`src/rtl/lcd_ram_arbiter_if.sv`:
```
// Request bus between one requester (CPU or LCD refresh) and the LCD RAM arbiter.
// The requester holds the master modport; the arbiter holds the slave modport.
interface lcd_ram_arbiter_if;
   logic [10:0] address;
   logic        read;
   logic        write;
   logic [3:0]  byteenable;
   logic [31:0] writedata;
   logic        waitrequest;
   logic [31:0] readdata;
   logic        readdatavalid;

   modport master (
      output address, read, write, byteenable, writedata,
      input  waitrequest, readdata, readdatavalid
   );

   modport slave (
      input  address, read, write, byteenable, writedata,
      output waitrequest, readdata, readdatavalid
   );
endinterface

```
`src/rtl/lcd_ram_arbiter.sv`:
```
// Two-port arbiter in front of a single-port 2048x32 RAM: port 0 is the CPU, port 1 the
// LCD refresh engine. Round-robin with a hold limit, or fixed priority to port 0.
module lcd_ram_arbiter #(
   parameter int unsigned MAX_HOLD   = 4,
   parameter int unsigned FIXED_PRIO = 0
) (
   input  logic             clk,
   input  logic             reset_n,
   lcd_ram_arbiter_if.slave s0,
   lcd_ram_arbiter_if.slave s1,
   output logic [10:0]      ram_address,
   output logic             ram_chipselect,
   output logic             ram_write,
   output logic [3:0]       ram_byteenable,
   output logic [31:0]      ram_writedata,
   output logic             ram_clken,
   input  logic [31:0]      ram_readdata
);

   localparam logic [3:0] HoldLimit = 4'(MAX_HOLD);

   logic [1:0] req;
   logic [1:0] grant;
   logic       granted;
   logic       grant_port;
   logic       granted_write;
   logic       keep_owner;

   logic       last_grant_q, last_grant_d;
   logic [3:0] hold_cnt_q, hold_cnt_d;
   logic [1:0] prev_req_q, prev_req_d;
   logic       rd_pending_q, rd_pending_d;
   logic       rd_owner_q, rd_owner_d;

   // Requests are masked while in reset so every output rests at its idle value.
   assign req[0] = reset_n & (s0.read | s0.write);
   assign req[1] = reset_n & (s1.read | s1.write);

   // The current owner keeps the RAM under contention until its burst hits the hold limit.
   assign keep_owner = (hold_cnt_q < HoldLimit) && prev_req_q[last_grant_q];

   always_comb begin : arbitrate
      grant = 2'b00;
      case (req)
         2'b01: grant = 2'b01;
         2'b10: grant = 2'b10;
         2'b11: begin
            if (FIXED_PRIO != 0) begin
               grant = 2'b01;
            end else if (keep_owner) begin
               grant = last_grant_q ? 2'b10 : 2'b01;
            end else begin
               grant = last_grant_q ? 2'b01 : 2'b10;
            end
         end
         default: grant = 2'b00;
      endcase
   end

   assign granted       = |grant;
   assign grant_port    = grant[1];
   assign granted_write = grant_port ? s1.write : s0.write;

   always_ff @(posedge clk or negedge reset_n) begin : state_reg
      if (!reset_n) begin
         last_grant_q <= 1'b1;
         hold_cnt_q   <= 4'd0;
         prev_req_q   <= 2'b00;
         rd_pending_q <= 1'b0;
         rd_owner_q   <= 1'b0;
      end else begin
         last_grant_q <= last_grant_d;
         hold_cnt_q   <= hold_cnt_d;
         prev_req_q   <= prev_req_d;
         rd_pending_q <= rd_pending_d;
         rd_owner_q   <= rd_owner_d;
      end
   end

   always_comb begin : next_state
      last_grant_d = last_grant_q;
      hold_cnt_d   = 4'd0;
      prev_req_d   = req;
      rd_pending_d = granted & ~granted_write;
      rd_owner_d   = grant_port;
      if (granted) begin
         last_grant_d = grant_port;
         if (grant_port == last_grant_q) begin
            hold_cnt_d = (hold_cnt_q == 4'hF) ? 4'hF : hold_cnt_q + 4'd1;
         end else begin
            hold_cnt_d = 4'd1;
         end
      end
   end

   always_comb begin : outputs
      s0.waitrequest   = ~grant[0];
      s1.waitrequest   = ~grant[1];
      s0.readdatavalid = rd_pending_q & ~rd_owner_q;
      s1.readdatavalid = rd_pending_q & rd_owner_q;
      // Both ports see the RAM data; each qualifies it with its own readdatavalid.
      s0.readdata      = ram_readdata;
      s1.readdata      = ram_readdata;
      ram_chipselect   = granted;
      ram_write        = granted & granted_write;
      ram_clken        = reset_n;
      ram_address      = 11'd0;
      ram_byteenable   = 4'd0;
      ram_writedata    = 32'd0;
      unique case (grant)
         2'b01: begin
            ram_address    = s0.address;
            ram_byteenable = s0.byteenable;
            ram_writedata  = s0.writedata;
         end
         2'b10: begin
            ram_address    = s1.address;
            ram_byteenable = s1.byteenable;
            ram_writedata  = s1.writedata;
         end
         default: ;
      endcase
   end

   a_one_grant: assert property (@(posedge clk) disable iff (!reset_n) $onehot0(grant));
   a_grant_has_req: assert property (@(posedge clk) disable iff (!reset_n)
      (grant & ~req) == 2'b00);
   a_one_valid: assert property (@(posedge clk) disable iff (!reset_n)
      !(s0.readdatavalid && s1.readdatavalid));

   if (FIXED_PRIO == 0) begin : g_rr_check
      a_hold_limit: assert property (@(posedge clk) disable iff (!reset_n)
         (req == 2'b11 && hold_cnt_q >= HoldLimit) |-> grant[last_grant_q] == 1'b0);
   end

endmodule

```
`src/flat_wrapper.sv`:
```
// flat-port wrapper written by rule: the top's interface ports become plain ports
module lcd_ram_arbiter_flat 
#(
   parameter int unsigned MAX_HOLD   = 4,
   parameter int unsigned FIXED_PRIO = 0
)
  (clk, reset_n, ram_address, ram_chipselect, ram_write, ram_byteenable, ram_writedata, ram_clken, ram_readdata, s0_address, s0_read, s0_write, s0_byteenable, s0_writedata, s0_waitrequest, s0_readdata, s0_readdatavalid, s1_address, s1_read, s1_write, s1_byteenable, s1_writedata, s1_waitrequest, s1_readdata, s1_readdatavalid);
  lcd_ram_arbiter_if s0_i ();
  lcd_ram_arbiter_if s1_i ();
  input  logic clk;
  input  logic reset_n;
  output logic [10:0] ram_address;
  output logic ram_chipselect;
  output logic ram_write;
  output logic [3:0] ram_byteenable;
  output logic [31:0] ram_writedata;
  output logic ram_clken;
  input  logic [31:0] ram_readdata;
  input wire logic [$bits(s0_i.address)-1:0] s0_address;
  input wire logic [$bits(s0_i.read)-1:0] s0_read;
  input wire logic [$bits(s0_i.write)-1:0] s0_write;
  input wire logic [$bits(s0_i.byteenable)-1:0] s0_byteenable;
  input wire logic [$bits(s0_i.writedata)-1:0] s0_writedata;
  output wire logic [$bits(s0_i.waitrequest)-1:0] s0_waitrequest;
  output wire logic [$bits(s0_i.readdata)-1:0] s0_readdata;
  output wire logic [$bits(s0_i.readdatavalid)-1:0] s0_readdatavalid;
  input wire logic [$bits(s1_i.address)-1:0] s1_address;
  input wire logic [$bits(s1_i.read)-1:0] s1_read;
  input wire logic [$bits(s1_i.write)-1:0] s1_write;
  input wire logic [$bits(s1_i.byteenable)-1:0] s1_byteenable;
  input wire logic [$bits(s1_i.writedata)-1:0] s1_writedata;
  output wire logic [$bits(s1_i.waitrequest)-1:0] s1_waitrequest;
  output wire logic [$bits(s1_i.readdata)-1:0] s1_readdata;
  output wire logic [$bits(s1_i.readdatavalid)-1:0] s1_readdatavalid;
  assign s0_i.address = s0_address;
  assign s0_i.read = s0_read;
  assign s0_i.write = s0_write;
  assign s0_i.byteenable = s0_byteenable;
  assign s0_i.writedata = s0_writedata;
  assign s0_waitrequest = s0_i.waitrequest;
  assign s0_readdata = s0_i.readdata;
  assign s0_readdatavalid = s0_i.readdatavalid;
  assign s1_i.address = s1_address;
  assign s1_i.read = s1_read;
  assign s1_i.write = s1_write;
  assign s1_i.byteenable = s1_byteenable;
  assign s1_i.writedata = s1_writedata;
  assign s1_waitrequest = s1_i.waitrequest;
  assign s1_readdata = s1_i.readdata;
  assign s1_readdatavalid = s1_i.readdatavalid;
  lcd_ram_arbiter #(.MAX_HOLD(MAX_HOLD), .FIXED_PRIO(FIXED_PRIO)) u_core (.clk(clk), .reset_n(reset_n), .s0(s0_i), .s1(s1_i), .ram_address(ram_address), .ram_chipselect(ram_chipselect), .ram_write(ram_write), .ram_byteenable(ram_byteenable), .ram_writedata(ram_writedata), .ram_clken(ram_clken), .ram_readdata(ram_readdata));
endmodule
```
`config.mk`:
```
export PLATFORM = sky130hd
export DESIGN_NAME = lcd_ram_arbiter_flat
export DESIGN_NICKNAME = d
export VERILOG_FILES = /design/src/rtl/lcd_ram_arbiter_if.sv /design/src/rtl/lcd_ram_arbiter.sv /design/src/flat_wrapper.sv
export SDC_FILE = /design/constraint.sdc
export NUM_CORES = 1
export LEC_CHECK = 0
export CAP_MARGIN = 10
export CORE_AREA = 2 2 97 99
export CTS_CLUSTER_SIZE = 12
export DETAILED_ROUTE_END_ITERATION = 8
export DIE_AREA = 0 0 99 101
export GPL_ROUTABILITY_DRIVEN = 0
export PLACE_DENSITY_LB_ADDON = 0.08
export SLEW_MARGIN = 5
export SYNTH_ARGS = -nofsm -noshare
export SYNTH_HDL_FRONTEND = slang
export SYNTH_SLANG_ARGS = --single-unit
```
`constraint.sdc`:
```
create_clock -name clk -period 3.7 [get_ports clk]
set_input_delay 0.74 -clock clk [delete_from_list [all_inputs] [get_ports clk]]
set_output_delay 0.74 -clock clk [all_outputs]
set_load 0.02 [all_outputs]
```
==> impl_metrics.json, run 1 <==
{
  "required_ns": 2.96,
  "slew-limit-headroom": 0.752,
  "nets": 459,
  "drive_gt1_frac": 0.0963,
  "grt_pass1_wl_um": 10100,
  "dr.pass1.iters": 4,
  "avgSynthCellArea_sq_um": 6.97,
  "p_leak_nw": 1.60,
  "pwr-share-clk": 0.163,
  "syn-instance-count": 227,
  "cts_buffers": 3,
  "finalClockSkew_ns": 0.00459,
  "place_hpwl_um": 5440,
  "cap_viol_max_count": 0,
  "cts_tree": "yes",
  "setup_viol": 0,
  "hold_buffers": 0,
  "outcome": "finished, final reports clean",
  "ios": 250,
  "area_growth_pct": 87.3,
  "tightest_slew_ns": 0.367,
  "grt_pass1_vias": 1937,
  "num_vias": 1888,
  "critPathKind": "primary input to output port",
  "crit_path_end_kind": "output port",
  "diodes": 0,
  "std_cell_rows": 35,
  "syn-num-nets": 363,
  "start_util": 0.176,
  "port_buffers": 153,
  "cts_max_level": 1,
  "die_height_um": 101,
  "hold_start": "u_core.hold_cnt_q[0]$_DFF_PN0_",
  "critPathMaxFanout": 4,
  "viasPerCell": 4.36,
  "synth_cell_type_count": 29,
  "ys_seq_elements": 9,
  "clkSinkCount": 9,
  "rsz0062_at_grt": "false",
  "min_period_ns": 3.50,
  "clk_latency_ns": 0.23,
  "grt-ovfl-total": 0,
  "crit_start": "reset_n",
  "track_usage": 0.125,
  "intPower_uw": 427,
  "vdd_ir_drop_max_uv": 85.1,
  "cp.arrival_ns": 2.76,
  "fin_ws_ns": 0.197,
  "clk_path_buf_depth": 2,
  "drv_slew": 0,
  "fmax_mhz": 285,
  "seqPwrFrac": 0.174,
  "core_area_sq_um": 8980,
  "ys_seq_area_frac": 0.143,
  "wl_per_cell_um": 15.4,
  "pwr_density_cell_nw_per_um2": 237,
  "antenna_found_initial": 0,
  "synth_area_sq_um": 1580,
  "drc": 0,
  "die_w_um": 99,
  "reg2reg_from": "u_core.hold_cnt_q[2]$_DFF_PN0_",
  "cts_root_buf": "clkbuf_8",
  "post_cts_buffers": 0,
  "dp_slack_ns": -0.136,
  "cts.clk_slew.worst_paths_ns": 0.05,
  "routed_wl_um": 6680,
  "power_frac_comb": 0.663,
  "fin_setup_tns_ns": 0,
  "period_share": 0.947,
  "switchingPower_uw": 274,
  "switching_share": 0.391,
  "first_iter_violations": 34,
  "worst_hold_path_type": "flop to flop",
  "antenna_left": 0,
  "dieArea_sq_um": 10000,
  "cp-start-kind": "primary input",
  "grt_max_degree": 39,
  "hold_violations": 0,
  "yosysWarnings": 0
}
==> kinds of logic after synthesis <==
logic type	share of synthesized area
DFF	0.143
adders and majority gates	0.0316
muxes	0.00633
and+or+nand+nor	0.170
AOI/OAI and AO/OA	0.283
buffers and inverters	0.366
==> cells in the mapped netlist <==
master / count / share of area
nor3b_1: 1 / 0.0047
buf_1: 9 / 0.021
ha_1: 4 / 0.032
and2_1: 1 / 0.0040
a21oi_1: 4 / 0.013
o21ai_1: 2 / 0.0063
o21ai_0: 2 / 0.0063
dfrtp_1: 8 / 0.13
or2_2: 1 / 0.0040
a211oi_1: 1 / 0.0047
nor4b_1: 1 / 0.0055
inv_1: 6 / 0.014
dfstp_2: 1 / 0.017
a211o_1: 1 / 0.0055
nor3_1: 2 / 0.0063
nand2_1: 4 / 0.0095
mux2i_1: 1 / 0.0063
a311oi_1: 1 / 0.0055
nor2_1: 50 / 0.12
nor2b_1: 1 / 0.0040
nand3_1: 2 / 0.0063
a31oi_1: 2 / 0.0079
buf_4: 65 / 0.31
buf_6: 1 / 0.0071
a21o_1: 1 / 0.0047
or3b_4: 1 / 0.0071
clkbuf_1: 6 / 0.014
a22oi_1: 47 / 0.22
o211a_1: 1 / 0.0063
==> repair_timing <==
action	CTS	global route
pin swaps	0	0
setup endpoints to repair	48	23
cloned	0	0
resized for setup	28	24
endpoints found under the hold margin	0	0
==> power groups by stage <==
stage / registers [mW] / clock network (mW) / logic [mW]
global placement: 0.123 / 0 / 0.493
floorplan: 0.120 / 0 / 0.312
detailed placement: 0.123 / 0 / 0.491
finish: 0.122 / 0.115 / 0.465
CTS: 0.121 / 0.115 / 0.477
global route: 0.125 / 0.123 / 0.509
==> worst max-delay path, stage by stage <==
cell and delay [ns]:
clkdlybuf4s50_1 0.56, o21ai_1 0.13, inv_1 0.11, o21ai_2 0.08, buf_4 0.17, ha_1 0.19, inv_1 0.09, buf_4 0.10
clkdlybuf4s50_1 0.61
==> worst paths after layout <==
path,cells past startpoint,endpoint,slack (ns)
max reg2reg,8,u_core.hold_cnt_q[2]$_DFF_PN0_,1.44
min reg2reg,1,u_core.hold_cnt_q[0]$_DFF_PN0_,0.52
max,9,ram_chipselect,0.20
min,1,u_core.hold_cnt_q[0]$_DFF_PN0_,0.52
min in group asynchronous,2,u_core.prev_req_q[1]$_DFF_PN0_,0.95
max in group asynchronous,2,u_core.last_grant_q$_DFFE_PN1P_,2.54
==> area by class of cell <==
type	instances	area (sq um)
Inverter	6	22.5
Sequential cell	9	226
Timing Repair Buffer	172	1730
Clock buffer	3	41.3
Clock inverter	1	5.00
Multi-Input combinational cell	131	793
Tap cell	111	139
Fill cell	986	6020
==> flip-flops by register name, indices dropped and copies added (netlist names) <==
name / cells
u_core.prev_req_q: 2
u_core.hold_cnt_q: 4
u_core.rd_pending_q: 1
u_core.last_grant_q: 1
u_core.rd_owner_q: 1
==> routing by layer <==
layer,wire length (um),vias to the layer above,GRT usage,part of all wire
li1,-,911,-,-
met5,0,-,0,0
met2,3450,137,0.229,0.52
met4,48,0,0.0242,0.0072
met3,678,10,0.0381,0.10
met1,2500,830,0.144,0.37
==> through the flow <==
step                      hold WS [ns]  utilization  instance area (sq um)  power (mW)  cells
after floorplan                  0.444            -                   1580       0.432    227
after global placement           0.501        0.321                   2880       0.616    429
after detailed placement         0.516        0.321                   2880       0.613    429
after CTS                        0.523        0.323                   2900       0.714    433
after global routing             0.563        0.330                   2960       0.756    433
final                            0.522        0.330                   2960       0.701    433
==> placed cells by master (no fill, tap or decap), types with 4 or more instances in the layout <==
| cell | n |
|---|---|
| clkdlybuf4s50_1 | 105 |
| nor2_1 | 50 |
| a22oi_1 | 47 |
| dlygate4sd2_1 | 26 |
| dlymetal6s2s_1 | 22 |
| buf_4 | 16 |
| dfrtp_1 | 8 |
| inv_1 | 6 |
| nand2_1 | 4 |
Power figures use the tool's default switching activity.
==> inputs of run 2 (changes only) <==
--- a/config.mk
+++ b/config.mk
@@ -5,14 +5,13 @@
 export SDC_FILE = /design/constraint.sdc
 export NUM_CORES = 1
 export LEC_CHECK = 0
-export CAP_MARGIN = 10
 export CORE_AREA = 2 2 97 99
 export CTS_CLUSTER_SIZE = 12
 export DETAILED_ROUTE_END_ITERATION = 8
 export DIE_AREA = 0 0 99 101
-export GPL_ROUTABILITY_DRIVEN = 0
+export GPL_ROUTABILITY_DRIVEN = 1
 export PLACE_DENSITY_LB_ADDON = 0.08
-export SLEW_MARGIN = 5
+export SLEW_MARGIN = 20
 export SYNTH_ARGS = -nofsm -noshare
 export SYNTH_HDL_FRONTEND = slang
 export SYNTH_SLANG_ARGS = --single-unit
==> results of run 2 <==
Final layout, timing and power as in run 1 (identical DEF).
==> inputs of run 3 (changes only) <==
--- a/config.mk
+++ b/config.mk
@@ -5,6 +5,7 @@
 export SDC_FILE = /design/constraint.sdc
 export NUM_CORES = 1
 export LEC_CHECK = 0
+export ABC_AREA = 1
 export CORE_AREA = 2 2 97 99
 export CTS_CLUSTER_SIZE = 12
 export DETAILED_ROUTE_END_ITERATION = 8
==> run 3 against run 2 <==
Net effect:
- total power up 4.4%
- core utilization down 2.2 points
- sequential share of layout area up 0.55 points
- die area unchanged
- global-route usage down 0.27 points
- synthesized area up 5.1%
- combinational power up 6.0%
- non-clock buffer count down 5
==> impl_metrics.json, run 3 <==
{
  "antenna_found_initial": 0,
  "synth.largest_area_cell": "buf_4",
  "cts_tree": "yes",
  "cp_num_buf_inv": 5,
  "cts_root_buf": "clkbuf_8",
  "cts.clk_slew.worst_paths_ns": 0.05,
  "reg2reg_from": "u_core.last_grant_q$_DFFE_PN1P_",
  "critPathKind": "primary input to output port",
  "synth_commonest_cells": "nand2_1 (104), buf_4 (65), a21oi_1 (48)",
  "ios": 250,
  "grt-ovfl-total": 0,
  "clk_path_buf_depth": 2,
  "diodes": 0,
  "crit_chain": "clkdlybuf4s50_1 > inv_1 > nor2_4 > nand3_2 > nand2_4 > buf_4 > ha_2 > buf_12 > a21oi_1 > dlygate4sd2_1",
  "antenna_left": 0,
  "crit_slowest_cell": "clkdlybuf4s50_1",
  "nFillCells": 1020,
  "clkSinkCount": 9,
  "seqCellArea_sq_um": 226,
  "r2r_slack_ns": 2.04,
  "wl_met3_um": 626,
  "worst_hold_path_type": "flop to flop",
  "multiInputGateArea_sq_um": 846,
  "dr.pass1.iters": 4,
  "viasPerCell": 4.07,
  "core_area_sq_um": 8980,
  "die_w_um": 99,
  "fmax_mhz": 286,
  "synth_cell_type_count": 21,
  "crit_family": "buffers and inverters",
  "finalClockSkew_ns": 0.00158,
  "yosysWarnings": 0,
  "port_buffers": 153,
  "final_cell_mix": "clkdlybuf4s50_1 (106), nand2_1 (104), a21oi_1 (48), clkbuf_2 (45), inv_1 (12)",
  "ys_seq_elements": 9,
  "area_growth_pct": 66.1,
  "ys.flop_type": "dfrtp_1",
  "grt_max_degree": 36,
  "crit_path_end_kind": "output port",
  "met1_length_um": 2340,
  "slew-limit-headroom": 0.849,
  "clk_latency_ns": 0.23,
  "cp.arrival_ns": 2.75,
  "regMostFlops": "u_core.hold_cnt_q",
  "wl_per_cell_um": 13.5,
  "std_cell_rows": 35,
  "ys_seq_area_frac": 0.136,
  "tightest_slew_ns": 0.226,
  "place_hpwl_um": 5340,
  "total_power_uw": 732,
  "grt_pass1_vias": 2014,
  "whs_path_depth": 2,
  "syn-instance-count": 284,
  "reg2reg_to": "u_core.hold_cnt_q[2]$_DFF_PN0_",
  "met2_length_um": 3450,
  "synth_area_sq_um": 1660,
  "min_period_ns": 3.49,
  "grt_pass1_wl_um": 9870,
  "required_ns": 2.96,
  "pwr_density_cell_nw_per_um2": 265,
  "setup_viol": 0,
  "synth.most_common_cell": "nand2_1",
  "cp-start-kind": "primary input",
  "outcome": "finished, final reports clean",
  "avgSynthCellArea_sq_um": 5.86,
  "routed_wl_um": 6570,
  "dieArea_sq_um": 10000,
  "critPathMaxFanout": 29,
  "cts_max_level": 1,
  "r2r_cells": 10,
  "nets": 512,
  "largestRegisters": "u_core.hold_cnt_q x4, u_core.prev_req_q x2",
  "hold_violations": 0,
  "period_share": 0.944,
  "cts_buffers": 3,
  "vdd_ir_drop_max_uv": 75.0,
  "die_height_um": 101,
  "syn-num-nets": 420,
  "synthArstFlopShare": 1.00,
  "yosysTopAreaCellShare": 0.293,
  "holdPathEnd": "u_core.last_grant_q$_DFFE_PN1P_",
  "gp_congestion": 0.749,
  "hold_start": "u_core.last_grant_q$_DFFE_PN1P_",
  "ys_top_cells_by_area": "buf_4 (29%), nand2_1 (23%), a21oi_1 (14%)",
  "drive_gt1_frac": 0.205,
  "p_leak_nw": 1.21,
  "first_iter_violations": 43,
  "largest_register_ffs": 4,
  "rsz0062_at_grt": "false",
  "drv_slew": 0,
  "synth-edff-count": 0,
  "drc": 0,
  "start_util": 0.185,
  "cap_viol_max_count": 0,
  "highest_layer": "met4",
  "num_vias": 1978,
  "final_common_cell": "clkdlybuf4s50_1",
  "track_usage": 0.122,
  "slowest_delay_ns": 0.47,
  "hold_slack_ns": 0.500
}
run 3: per-layer routing:
layer | vias up | global-route usage
met5 | - | 0
met2 | 100 | 0.229
li1 | 1009 | -
met1 | 843 | 0.129
met4 | 0 | 0.0432
met3 | 26 | 0.0361
run 3: kinds of logic (layout without fill, tap and decap cells):
family          Yosys count  count (layout)  share of synthesized area
fa+ha+maj                 4               4                     0.0301
flops                     9               9                      0.136
buf+inv                  93             184                      0.363
simple gates            125             125                      0.311
compound gates           53              53                      0.160
run 3: what timing repair did:
item / CTS / global route
buffers inserted: 0 / 0
pin swaps: 0 / 0
gates resized for setup: 48 / 91
setup endpoints to repair: 46 / 47
hold buffers: 0 / 0
run 3: area by class of cell:
cell class              instances  share of cell area
well taps                     111              0.0503
inverters                      13              0.0177
multi-input cells             182               0.306
clock buffers                   4              0.0163
flip-flops and latches          9              0.0820
repair buffers                167               0.528
run 3: worst max-delay path by stage:
stage,startpoint,endpoint,slack (ns),cells past startpoint
after floorplan,s0_write,ram_address[0],0.19,8
after global placement,s0_write,ram_byteenable[2],-0.30,9
after detailed placement,s0_write,ram_byteenable[2],-0.35,9
after CTS,reset_n,ram_writedata[17],0.04,12
after global routing,s0_write,ram_writedata[22],0.05,12
final,reset_n,ram_writedata[22],0.21,10
run 3: worst min-delay path, stage by stage (launching register included):
cell	delay, ns
dfstp_2	0.38
nand2_1	0.05
o21ai_0	0.06
run 3: where the power goes:
group	switching (mW)	total (mW)	internal, mW
Clock	0.0405	0.116	0.0752
Sequential	0.00926	0.123	0.114
Combinational	0.261	0.493	0.232
Total	0.311	0.732	0.421
run 3: through the flow:
stage,setup slack [ns],cells,utilization,TNS [ns],area (sq um)
after detailed placement,-0.354,482,0.327,-13.83,2940
after global placement,-0.299,482,0.327,-11.56,2940
after floorplan,0.189,284,-,0,1660
final,0.207,486,0.308,0,2760
after CTS,0.0378,486,0.326,0,2930
after global routing,0.0500,486,0.308,0,2760
